## src/rtl/mac_accum_relu_if.sv

```systemverilog
// mac_accum_relu_if
// Groups the product-input and activation-output handshakes of mac_accum_relu.
//   master : the side that drives products and accepts activations (upstream/bench)
//   slave  : the mac_accum_relu block itself
// Signals:
//   in_valid / in_ready   : product handshake
//   in_mag  [32:0]        : product magnitude
//   in_sign               : product sign, 1 = negative
//   out_valid / out_ready : activation handshake
//   out_data [OUT_W-1:0]  : unsigned activation
//   out_sat               : activation was clamped high
interface mac_accum_relu_if #(
  parameter int OUT_W = 16
);
  logic             in_valid;
  logic             in_ready;
  logic [32:0]      in_mag;
  logic             in_sign;
  logic             out_valid;
  logic             out_ready;
  logic [OUT_W-1:0] out_data;
  logic             out_sat;

  modport master (
    output in_valid, in_mag, in_sign, out_ready,
    input  in_ready, out_valid, out_data, out_sat
  );

  modport slave (
    input  in_valid, in_mag, in_sign, out_ready,
    output in_ready, out_valid, out_data, out_sat
  );
endinterface

```

## src/rtl/mac_accum_relu.sv

```systemverilog
// mac_accum_relu
// Takes sign-magnitude products, converts each to two's complement and sums
// N_TERMS of them in a saturating ACC_W-bit accumulator. The final sum is
// arithmetically shifted right by SHIFT, passed through ReLU and clamped to an
// OUT_W-bit unsigned activation, which is held on a valid/ready output.
// Ports:
//   clk : rising-edge clock
//   rst : synchronous, active-high reset (drops partial sums and pending output)
//   bus : mac_accum_relu_if.slave (product input, activation output)
// Assumes ACC_W > OUT_W and ACC_W >= 34.
module mac_accum_relu #(
  parameter int N_TERMS = 16,
  parameter int ACC_W   = 40,
  parameter int SHIFT   = 8,
  parameter int OUT_W   = 16
) (
  input  logic             clk,
  input  logic             rst,
  mac_accum_relu_if.slave  bus
);

  localparam int CNT_W = (N_TERMS > 1) ? $clog2(N_TERMS) : 1;
  localparam logic [CNT_W-1:0] LAST_CNT = CNT_W'(N_TERMS - 1);
  localparam logic [CNT_W-1:0] CNT_ONE  = CNT_W'(1);
  localparam logic signed [ACC_W-1:0] ACC_MAX = {1'b0, {(ACC_W-1){1'b1}}};
  localparam logic signed [ACC_W-1:0] ACC_MIN = {1'b1, {(ACC_W-1){1'b0}}};

  typedef enum logic [0:0] {
    ST_ACCUM = 1'b0,
    ST_HOLD  = 1'b1
  } state_t;

  state_t                   state_q, state_d;
  logic        [CNT_W-1:0]  cnt_q, cnt_d;
  logic signed [ACC_W-1:0]  acc_q, acc_d;
  logic        [OUT_W-1:0]  out_data_q, out_data_d;
  logic                     out_sat_q, out_sat_d;
  logic                     out_valid_q, out_valid_d;

  logic                     in_ready_s;
  logic                     accept_s;
  logic                     last_s;
  logic                     out_hs_s;
  logic        [ACC_W-1:0]  mag_ext_s;
  logic signed [ACC_W-1:0]  term_s;
  logic signed [ACC_W:0]    sum_wide_s;
  logic signed [ACC_W-1:0]  sum_sat_s;
  logic signed [ACC_W-1:0]  r_s;
  logic        [OUT_W-1:0]  clamp_data_s;
  logic                     clamp_sat_s;

  // State register with synchronous reset back to ACCUM.
  always_ff @(posedge clk) begin
    if (rst) begin
      state_q <= ST_ACCUM;
    end else begin
      state_q <= state_d;
    end
  end

  // Next-state logic: leave ACCUM on the final accept, leave HOLD on output handshake.
  always_comb begin
    state_d = state_q;
    case (state_q)
      ST_ACCUM: begin
        if (accept_s && last_s) begin
          state_d = ST_HOLD;
        end else begin
          state_d = ST_ACCUM;
        end
      end
      ST_HOLD: begin
        if (out_hs_s) begin
          state_d = ST_ACCUM;
        end else begin
          state_d = ST_HOLD;
        end
      end
      default: state_d = ST_ACCUM;
    endcase
  end

  // Output logic: in_ready depends only on state and rst, never on in_*.
  always_comb begin
    in_ready_s = 1'b0;
    case (state_q)
      ST_ACCUM: in_ready_s = !rst;
      ST_HOLD:  in_ready_s = 1'b0;
      default:  in_ready_s = 1'b0;
    endcase
  end

  assign accept_s = bus.in_valid && in_ready_s;
  assign last_s   = (cnt_q == LAST_CNT);
  assign out_hs_s = out_valid_q && bus.out_ready;

  // Product to two's complement, saturating add, rescale, ReLU and clamp.
  always_comb begin
    mag_ext_s  = {{(ACC_W-33){1'b0}}, bus.in_mag};
    // Negating zero yields zero, so negative zero needs no special case.
    if (bus.in_sign) begin
      term_s = {ACC_W{1'b0}} - mag_ext_s;
    end else begin
      term_s = mag_ext_s;
    end
    // One guard bit: overflow iff the two top bits disagree.
    sum_wide_s = {acc_q[ACC_W-1], acc_q} + {term_s[ACC_W-1], term_s};
    if (sum_wide_s[ACC_W] != sum_wide_s[ACC_W-1]) begin
      if (sum_wide_s[ACC_W]) begin
        sum_sat_s = ACC_MIN;
      end else begin
        sum_sat_s = ACC_MAX;
      end
    end else begin
      sum_sat_s = sum_wide_s[ACC_W-1:0];
    end
    r_s = sum_sat_s >>> SHIFT;
    if (r_s[ACC_W-1]) begin
      clamp_data_s = {OUT_W{1'b0}};
      clamp_sat_s  = 1'b0;
    end else if (|r_s[ACC_W-1:OUT_W]) begin
      clamp_data_s = {OUT_W{1'b1}};
      clamp_sat_s  = 1'b1;
    end else begin
      clamp_data_s = r_s[OUT_W-1:0];
      clamp_sat_s  = 1'b0;
    end
  end

  // Datapath next values: accumulate, register the result, clear on output handshake.
  always_comb begin
    acc_d       = acc_q;
    cnt_d       = cnt_q;
    out_data_d  = out_data_q;
    out_sat_d   = out_sat_q;
    out_valid_d = out_valid_q;
    if (accept_s) begin
      if (last_s) begin
        acc_d       = {ACC_W{1'b0}};
        cnt_d       = {CNT_W{1'b0}};
        out_data_d  = clamp_data_s;
        out_sat_d   = clamp_sat_s;
        out_valid_d = 1'b1;
      end else begin
        acc_d = sum_sat_s;
        cnt_d = cnt_q + CNT_ONE;
      end
    end else if (out_hs_s) begin
      out_valid_d = 1'b0;
    end else begin
      out_valid_d = out_valid_q;
    end
  end

  // Datapath registers; reset aborts the vector and drops any pending output.
  always_ff @(posedge clk) begin
    if (rst) begin
      acc_q       <= {ACC_W{1'b0}};
      cnt_q       <= {CNT_W{1'b0}};
      out_data_q  <= {OUT_W{1'b0}};
      out_sat_q   <= 1'b0;
      out_valid_q <= 1'b0;
    end else begin
      acc_q       <= acc_d;
      cnt_q       <= cnt_d;
      out_data_q  <= out_data_d;
      out_sat_q   <= out_sat_d;
      out_valid_q <= out_valid_d;
    end
  end

  assign bus.in_ready  = in_ready_s;
  assign bus.out_valid = out_valid_q;
  assign bus.out_data  = out_data_q;
  assign bus.out_sat   = out_sat_q;

endmodule

```

## src/flat_wrapper.sv

```systemverilog
// flat-port wrapper written by rule: the top's interface ports become plain ports
module mac_accum_relu_flat 
#(
  parameter int N_TERMS = 16,
  parameter int ACC_W   = 40,
  parameter int SHIFT   = 8,
  parameter int OUT_W   = 16
)
  (clk, rst, bus_in_valid, bus_in_mag, bus_in_sign, bus_out_ready, bus_in_ready, bus_out_valid, bus_out_data, bus_out_sat);
  mac_accum_relu_if #(.OUT_W(OUT_W)) bus_i ();
  input  logic clk;
  input  logic rst;
  input wire logic [$bits(bus_i.in_valid)-1:0] bus_in_valid;
  input wire logic [$bits(bus_i.in_mag)-1:0] bus_in_mag;
  input wire logic [$bits(bus_i.in_sign)-1:0] bus_in_sign;
  input wire logic [$bits(bus_i.out_ready)-1:0] bus_out_ready;
  output wire logic [$bits(bus_i.in_ready)-1:0] bus_in_ready;
  output wire logic [$bits(bus_i.out_valid)-1:0] bus_out_valid;
  output wire logic [$bits(bus_i.out_data)-1:0] bus_out_data;
  output wire logic [$bits(bus_i.out_sat)-1:0] bus_out_sat;
  assign bus_i.in_valid = bus_in_valid;
  assign bus_i.in_mag = bus_in_mag;
  assign bus_i.in_sign = bus_in_sign;
  assign bus_i.out_ready = bus_out_ready;
  assign bus_in_ready = bus_i.in_ready;
  assign bus_out_valid = bus_i.out_valid;
  assign bus_out_data = bus_i.out_data;
  assign bus_out_sat = bus_i.out_sat;
  mac_accum_relu #(.N_TERMS(N_TERMS), .ACC_W(ACC_W), .SHIFT(SHIFT), .OUT_W(OUT_W)) u_core (.clk(clk), .rst(rst), .bus(bus_i));
endmodule
```

## config.mk

```make
export PLATFORM = sky130hd
export DESIGN_NAME = mac_accum_relu_flat
export DESIGN_NICKNAME = d
export VERILOG_FILES = /design/src/rtl/mac_accum_relu_if.sv /design/src/rtl/mac_accum_relu.sv /design/src/flat_wrapper.sv
export SDC_FILE = /design/constraint.sdc
export NUM_CORES = 1
export LEC_CHECK = 0
export CAP_MARGIN = 30
export CORE_ASPECT_RATIO = 1.5
export CORE_MARGIN = 4
export CORE_UTILIZATION = 30
export DETAILED_ROUTE_END_ITERATION = 6
export GPL_ROUTABILITY_DRIVEN = 0
export PLACE_DENSITY = 0.53
export SYNTH_ARGS = -nofsm -noshare
export SYNTH_HDL_FRONTEND = slang
export SYNTH_SLANG_ARGS = --single-unit
export TNS_END_PERCENT = 50
```

## constraint.sdc

```tcl
create_clock -name clk -period 9.7 [get_ports clk]
set_input_delay 0.97 -clock clk [delete_from_list [all_inputs] [get_ports clk]]
set_output_delay 0.97 -clock clk [all_outputs]
set_load 0.02 [all_outputs]
```

==> summary.txt, run 1 <==
Post-synthesis sequential area ratio - 0.202
R2R Path End - u_core.bus.out_data[8]
DIE AREA - 23200 um^2
Part of the power in registers - 0.264
Layout Skew - 0.00717 ns
Top cell by count, worst path - or4_4
Startpoint Class - input pin
Worst Max-Slew Pin Slew - 0.923 ns
Hold Fails Final Rpt - 0
# DRC - 0
Critical path arrival - 8.15 ns
Worst Setup End Kind - register
Net Count, Synth - 971
All-Layer GR Usage - 0.189
Synth area leaders - dfxtp_1 (20%), a21oi_1 (11%), ha_1 (9.0%)
Slew Viols, Final - 0
Sequential Area - 1260 um^2
Yosys cell types - 69
Post-CTS Setup Bufs - 0
Routed Antenna Nets - 0
Die Span Y - 185 um
Post-Synthesis Cells - 887
Yosys reg bits - 63
Part of the cycle the worst path needs - 0.819
Design Area, Final - 7300 um^2
RSZ-0062 raised after global routing - false
H-tree level count - 3
Critical Path Source - bus_in_mag[0]
Global-route wire length before repair - 35300 um
Routed wire per std cell - 19.0 um
Syn Area/Cell - 7.04 um^2
PortBufs - 56
Worst slew margin - 0.383
Yosys warning total - 0
Routed via count - 6745
CP endpoint - u_core.bus.out_data[8]
Tmin final - 7.94 ns
R2R Path Start - u_core.acc_q[23]
Site Rows - 64
Grt ovf - 0
Worst reg2reg setup slack - 5.35 ns
Top FF cell, synth - dfxtp_1
Wirelength, routed - 22200 um
Root Buffer - clkbuf_16
Worst-path cell with the longest stage delay - nor3_2
Switching share of power - 0.407
Net Switching - 0.000440 W
Layout cells sized above 1 - 0.0561
Vias in the first global route - 6585
Hold wc startpoint - u_core.state_q
Crit-path cells - clkdlybuf4s50_1 -> or2_1 -> or4_4 -> or2_4 -> or3b_4 -> or4_4 -> or3_4 -> or4_4 -> o31a_1 -> ha_1 -> a21oi_1 -> o21ai_0 -> a221oi_1 -> o21ai_0 -> or4_1 -> nand4_1 -> nand4_1 -> nor3_2 -> buf_6 -> a41oi_1
Final setup viols - 0
CP required - 9.90 ns
Post-synth EDFFs - 0
Hold-fix buffers, CTS - 0
Area post-placement - 7010 um^2
Maximum vdd drop - 61.1 uV
Layout Nets - 990
# clock sinks - 63
Fraction of registers with async set/reset - 0
Total CTS buffers - 9
Path depth of the worst reg2reg path - 11
Initial antenna violation count - 0
PwrDens - 148 nW/um^2
Largest area contributor in the netlist - dfxtp_1
Max incr delay on CP - 0.72 ns
Antenna diodes - 0
Initial DRC Count - 468
Multi-input gate area - 4700 um^2
Clk slew on worst S/H paths - 0.06 ns
Core area - 20400 um^2
Share of the synthesized area in the top cell type - 0.202
Area growth, synth to finish - 16.8%
Later-pin clock latency in the skew report - 0.35 ns
Post-cts sizing count - 0
Kind of critical path - input pin to register
Detailed Place HPWL - 16900 um
Number of max-cap violations - 0
Largest net degree at the start of global routing - 50
Total iterations of the first detailed-routing run - 5
FILL cells - 2208
CTS Buffer Depth - 2
Cell Area, Synth - 6250 um^2
Status - completed
Logic pwr share - 0.431
Worst Hold Class - register to register
Setup_tns - 0 ns
CTS tree - built
Achievable Freq - 0.126 GHz
Power Internal - 0.000641 W
Vias per cell - 5.75
Die width - 126 um
Clock share of power - 0.305
I/O pins - 57
Leakage power - 2.68 nW
Crit Path Max Fanout - 12
Initial Util - 0.306
worst min path at each step:
| stage | end | slack (ns) | depth (start not counted) |
|---|---|---|---|
| floorplan | u_core.acc_q[0] | 0.44 | 2 |
| global placement | u_core.acc_q[20] | 0.45 | 2 |
| detailed placement | u_core.acc_q[22] | 0.45 | 2 |
| CTS | u_core.acc_q[22] | 0.46 | 2 |
| global route | u_core.acc_q[34] | 0.47 | 2 |
| finish | u_core.state_q | 0.46 | 2 |
per-layer routing:
layer / wire length [um] / share of wire / vias to the layer above / global-route usage
met2: 11300 / 0.51 / 236 / 0.338
met5: 0 / 0 / - / 0
li1: - / - / 3318 / -
met1: 8750 / 0.39 / 3131 / 0.216
met3: 1070 / 0.048 / 60 / 0.0238
met4: 1110 / 0.050 / 0 / 0.106
critical path: cells and delay by family:
family / cells / cell delay (ns)
AOI/OAI and AO/OA: 6 / 1.42
adders and majority gates: 1 / 0.44
buffers and inverters: 2 / 0.67
and+or+nand+nor: 11 / 4.64
registers in the layout, summed over array words and instances, names as in the netlist:
name / flops
u_core.acc_q: 40
u_core.bus.out_data: 16
u_core.bus.out_sat: 1
u_core.state_q: 1
u_core.cnt_q: 4
u_core.bus.out_valid: 1
Yosys cell counts, drive strengths merged (8+ instances only):
cell type	instances
a211oi	11
ha	45
nor3	11
o21ai	90
and3	12
xnor2	44
a21oi	137
nor2	63
a311oi	11
nand3	17
a21o	14
nand4	21
o211ai	8
dfxtp	63
xor2	12
or4	9
a31oi	11
nand2	107
o31ai	13
or3	12
inv	16
clkbuf	54
cell type report:
| type | instances | share of cell area |
|---|---|---|
| Tap cell | 264 | 0.0453 |
| Clock inverter | 4 | 0.00652 |
| Sequential cell | 63 | 0.173 |
| Clock buffer | 10 | 0.0328 |
| Timing Repair Buffer | 68 | 0.0900 |
| Inverter | 16 | 0.00823 |
| Multi-Input combinational cell | 748 | 0.644 |
cell usage in the layout (no fill, tap or decap), types with 14 or more instances in the layout:
cell and n:
a21oi_1 137, nand2_1 107, o21ai_0 87, dfxtp_1 63, nor2_1 60, clkdlybuf4s50_1 55, ha_1 45, xnor2_1 44
nand4_1 21, nand3_1 17, inv_1 16, a21o_1 14
per-stage QoR:
step | power [W] | hold slack (ns) | setup WS [ns] | util | std cells
floorplan | 0.000612 | 0.436 | 2.56 | - | 887
global placement | 0.000749 | 0.447 | 1.30 | 0.342 | 1157
detailed placement | 0.000748 | 0.451 | 1.37 | 0.343 | 1159
CTS | 0.00108 | 0.460 | 1.73 | 0.357 | 1173
global route | 0.00114 | 0.474 | 1.38 | 0.357 | 1173
finish | 0.00108 | 0.458 | 1.76 | 0.357 | 1173
power by group through the flow:
stage               Sequential (W)  Combinational, W  Clock [W]
floorplan                 0.000288          0.000325          0
CTS                       0.000285          0.000460   0.000337
detailed placement        0.000291          0.000457          0
global placement          0.000291          0.000458          0
global route              0.000287          0.000511   0.000346
finish                    0.000285          0.000466   0.000329
kinds of logic (layout without fill, tap and decap cells):
logic type	after synthesis	count (layout)	synth area share
AO/OA/AOI/OAI	346	346	0.335
AND/OR/NAND/NOR	293	293	0.232
buffers and inverters	76	98	0.0475
flip-flops	63	63	0.202
XOR/XNOR	56	56	0.0785
adder cells (fa/ha/maj)	46	46	0.0933
multiplexers	7	7	0.0116
Note: power is estimated with default switching activity, not from simulation.
==> run 2, diff against run 1 <==
--- a/config.mk
+++ b/config.mk
@@ -11,7 +11,7 @@
 export CORE_UTILIZATION = 30
 export DETAILED_ROUTE_END_ITERATION = 6
 export GPL_ROUTABILITY_DRIVEN = 0
-export PLACE_DENSITY = 0.53
+export PLACE_DENSITY = 0.55
 export SYNTH_ARGS = -nofsm -noshare
 export SYNTH_HDL_FRONTEND = slang
 export SYNTH_SLANG_ARGS = --single-unit
==> constraint.sdc (replaced) <==
create_clock -name clk -period 6.4 [get_ports clk]
set_input_delay 0.64 -clock clk [delete_from_list [all_inputs] [get_ports clk]]
set_output_delay 0.64 -clock clk [all_outputs]
set_load 0.02 [all_outputs]
==> run 2 against run 1 <==
Die area is the same. Via count grew 11%. Wire length grew 9.2%. Sequential share of layout area shrank 3.4 points. Clock skew shrank 0.0015 ns. Largest cell class unchanged. Final cell count grew 16%. Highest routed layer unchanged. Power grew 76%. Sequential power grew 52%. Non-clock buffer count grew 182. Clock power grew 47%. Final area grew 24%. Worst setup slack lost 1.7 ns.
==> summary.txt, run 2 (synthesis gave the netlist of run 1 again) <==
Worst-path cell with the longest stage delay - a221oi_1 (was nor3_2)
# DRC - 0 (unchanged)
Hold Path Cell Cnt - 2 (unchanged)
Worst Hold Class - register to register (unchanged)
Part of the cycle the worst path needs - 0.983
Die Span Y - 185 um (unchanged)
Multi-input gate area - 4980 um^2 (was 4700 um^2)
Vias in the first global route - 7299 (was 6585)
I/O pins - 57 (unchanged)
DIE AREA - 23200 um^2 (unchanged)
R2R Path End - u_core.bus.out_data[8] (unchanged)
Worst Max-Slew Pin Slew - 0.689 ns (was 0.923 ns)
Hold slack - 0.456 ns (was 0.458 ns)
Initial Util - 0.306 (unchanged)
Worst Setup End Kind - register (unchanged)
Most frequent cells in the layout - buf_4 (178), a21oi_1 (132), nand2_1 (106) (was a21oi_1 (137), nand2_1 (107), o21ai_0 (87))
Critical Path Source - bus_in_mag[0] (unchanged)
CP required - 6.62 ns (was 9.90 ns)
Status - completed (unchanged)
Layout Nets - 1172 (was 990)
Total power - 0.00190 W (was 0.00108 W)
Site Rows - 64 (unchanged)
Hold wc startpoint - u_core.state_q (unchanged)
Grt ovf - 0 (unchanged)
CTS Buffer Depth - 2 (unchanged)
Reg with most FFs - u_core.acc_q (unchanged)
Crit path depth - 23 (was 20)
Path depth of the worst reg2reg path - 12 (was 11)
Global-route wire length before repair - 37900 um (was 35300 um)
Worst slew margin - 0.540 (was 0.383)
CP endpoint - u_core.bus.out_data[8] (unchanged)
All-Layer GR Usage - 0.203 (was 0.189)
Max incr delay on CP - 0.62 ns (was 0.72 ns)
Initial DRC Count - 490 (was 468)
Achievable Freq - 0.159 GHz
R2R Path Start - u_core.acc_q[3] (was u_core.acc_q[23])
Routed Antenna Nets - 0 (unchanged)
Initial antenna violation count - 0 (unchanged)
Layout Skew - 0.00564 ns (was 0.00717 ns)
Final setup viols - 0 (unchanged)
Buf/Inv on CP - 6 (was 2)
Crit Path Max Fanout - 5 (was 12)
Commonest non-fill, non-tap cell in the layout - buf_4 (was a21oi_1)
Wirelength, routed - 24300 um (was 22200 um)
Kind of critical path - input pin to register (unchanged)
Sequential Area - 1260 um^2 (unchanged)
H-tree level count - 3 (unchanged)
Routed wire per std cell - 17.9 um (was 19.0 um)
Total CTS buffers - 9 (unchanged)
Worst reg2reg setup slack - 2.80 ns (was 5.35 ns)
Hold Fails Final Rpt - 0 (unchanged)
Hold-fix buffers, CTS - 0 (unchanged)
Top cell by count, worst path - buf_4 (was or4_4)
FILL cells - 2111 (was 2208)
Tmin final - 6.29 ns
Area growth, synth to finish - 45.3% (was 16.8%)
Startpoint Class - input pin (unchanged)
Largest net degree at the start of global routing - 46 (was 50)
Die width - 126 um (unchanged)
Layout cells sized above 1 - 0.252 (was 0.0561)
Clk slew on worst S/H paths - 0.06 ns (about the same)
Design Area, Final - 9080 um^2 (was 7300 um^2)
# clock sinks - 63 (unchanged)
PwrDens - 210 nW/um^2 (was 148 nW/um^2)
Antenna diodes - 0 (unchanged)
Largest register FFs - 40 (unchanged)
CTS tree - built (unchanged)
Number of max-cap violations - 0 (unchanged)
Vias per cell - 5.50 (was 5.75)
Later-pin clock latency in the skew report - 0.35 ns (about the same)
Routed via count - 7462 (was 6745)
PortBufs - 56 (unchanged)
Root Buffer - clkbuf_16 (unchanged)
Core area - 20400 um^2 (unchanged)
Crit-path cells - clkdlybuf4s50_1 -> or2_1 -> or4_4 -> or2_4 -> or3b_4 -> or4_4 -> or3_4 -> buf_4 -> nand2_1 -> xnor2_1 -> ha_1 -> buf_4 -> and4_1 -> a221oi_1 -> nand3_1 -> buf_4 -> mux2i_1 -> a21boi_4 -> o2111ai_4 -> nor3_4 -> buf_6 -> buf_12 -> a41oi_1 (was clkdlybuf4s50_1 -> or2_1 -> or4_4 -> or2_4 -> or3b_4 -> or4_4 -> or3_4 -> or4_4 -> o31a_1 -> ha_1 -> a21oi_1 -> o21ai_0 -> a221oi_1 -> o21ai_0 -> or4_1 -> nand4_1 -> nand4_1 -> nor3_2 -> buf_6 -> a41oi_1)
Maximum vdd drop - 104 uV (was 61.1 uV)
Area post-placement - 8350 um^2 (was 7010 um^2)
Total iterations of the first detailed-routing run - 4 (was 5)
Cell family with most CP delay - simple AND/OR/NAND/NOR gates (unchanged)
Detailed Place HPWL - 18900 um (was 16900 um)
Slew Viols, Final - 0 (unchanged)
Leakage power - 3.65 nW (was 2.68 nW)
Critical path arrival - 6.51 ns (was 8.15 ns)
[run 2: changes by cell type in the layout (fill, tap and decap cells not counted), sizes merged]
| cell | delta |
|---|---|
| clkinv | -1 |
| buf | +179 |
| clkinvlp | +2 |
| bufinv | -1 |
| clkbuf | +4 |
[run 2: cell type report]
class                      count  area share
clock inverter                 4     0.00345
clock buffer                  11      0.0278
inverter                      16     0.00662
multi-input combinational    748       0.548
timing repair buffer         250       0.238
tap                          264      0.0364
sequential                    63       0.139
[run 2: tightest hold or removal path, stage by stage (launching register included)]
cell     delay, ns
dfxtp_1       0.31
nand2_1       0.05
a21oi_1       0.05
[run 2: per-layer routing]
| layer | up-vias | GRT usage | share of wire |
|---|---|---|---|
| li1 | 3695 | - | - |
| met1 | 3500 | 0.222 | 0.39 |
| met2 | 204 | 0.385 | 0.53 |
| met3 | 63 | 0.0255 | 0.036 |
| met4 | 0 | 0.0992 | 0.047 |
| met5 | - | 0 | 0 |
[run 2: worst min-delay path by stage]
stage                                  end  slack, ns
after global routing      u_core.acc_q[18]       0.48
after CTS                   u_core.state_q       0.46
after global placement     u_core.acc_q[2]       0.44
after floorplan            u_core.acc_q[0]       0.44
after detailed placement    u_core.state_q       0.45
final                       u_core.state_q       0.46
[run 2: what timing repair did]
action	4_1_cts	5_1_grt
gates cloned	0	4
setup buffers	1	9
pin swaps	2	18
resized for setup	12	56
endpoints found under the setup margin	53	57
[run 2: through the flow]
stage	setup TNS [ns]	instances	util	worst slack (ns)
2_1_floorplan	0	887	-	0.00404
3_3_place_gp	-23.24	1325	0.407	-0.537
3_5_place_dp	-24.83	1327	0.409	-0.546
4_1_cts	-0.000901	1343	0.426	-0.000901
5_1_grt	-0.140	1356	0.445	-0.0305
6_report	0	1356	0.445	0.107
[run 2: report_power, final]
part / switching, W / total, W / internal [W]
Clock: 0.000203 / 0.000485 / 0.000282
Combinational: 0.000534 / 0.000984 / 0.000449
Sequential: 0.0000176 / 0.000434 / 0.000417
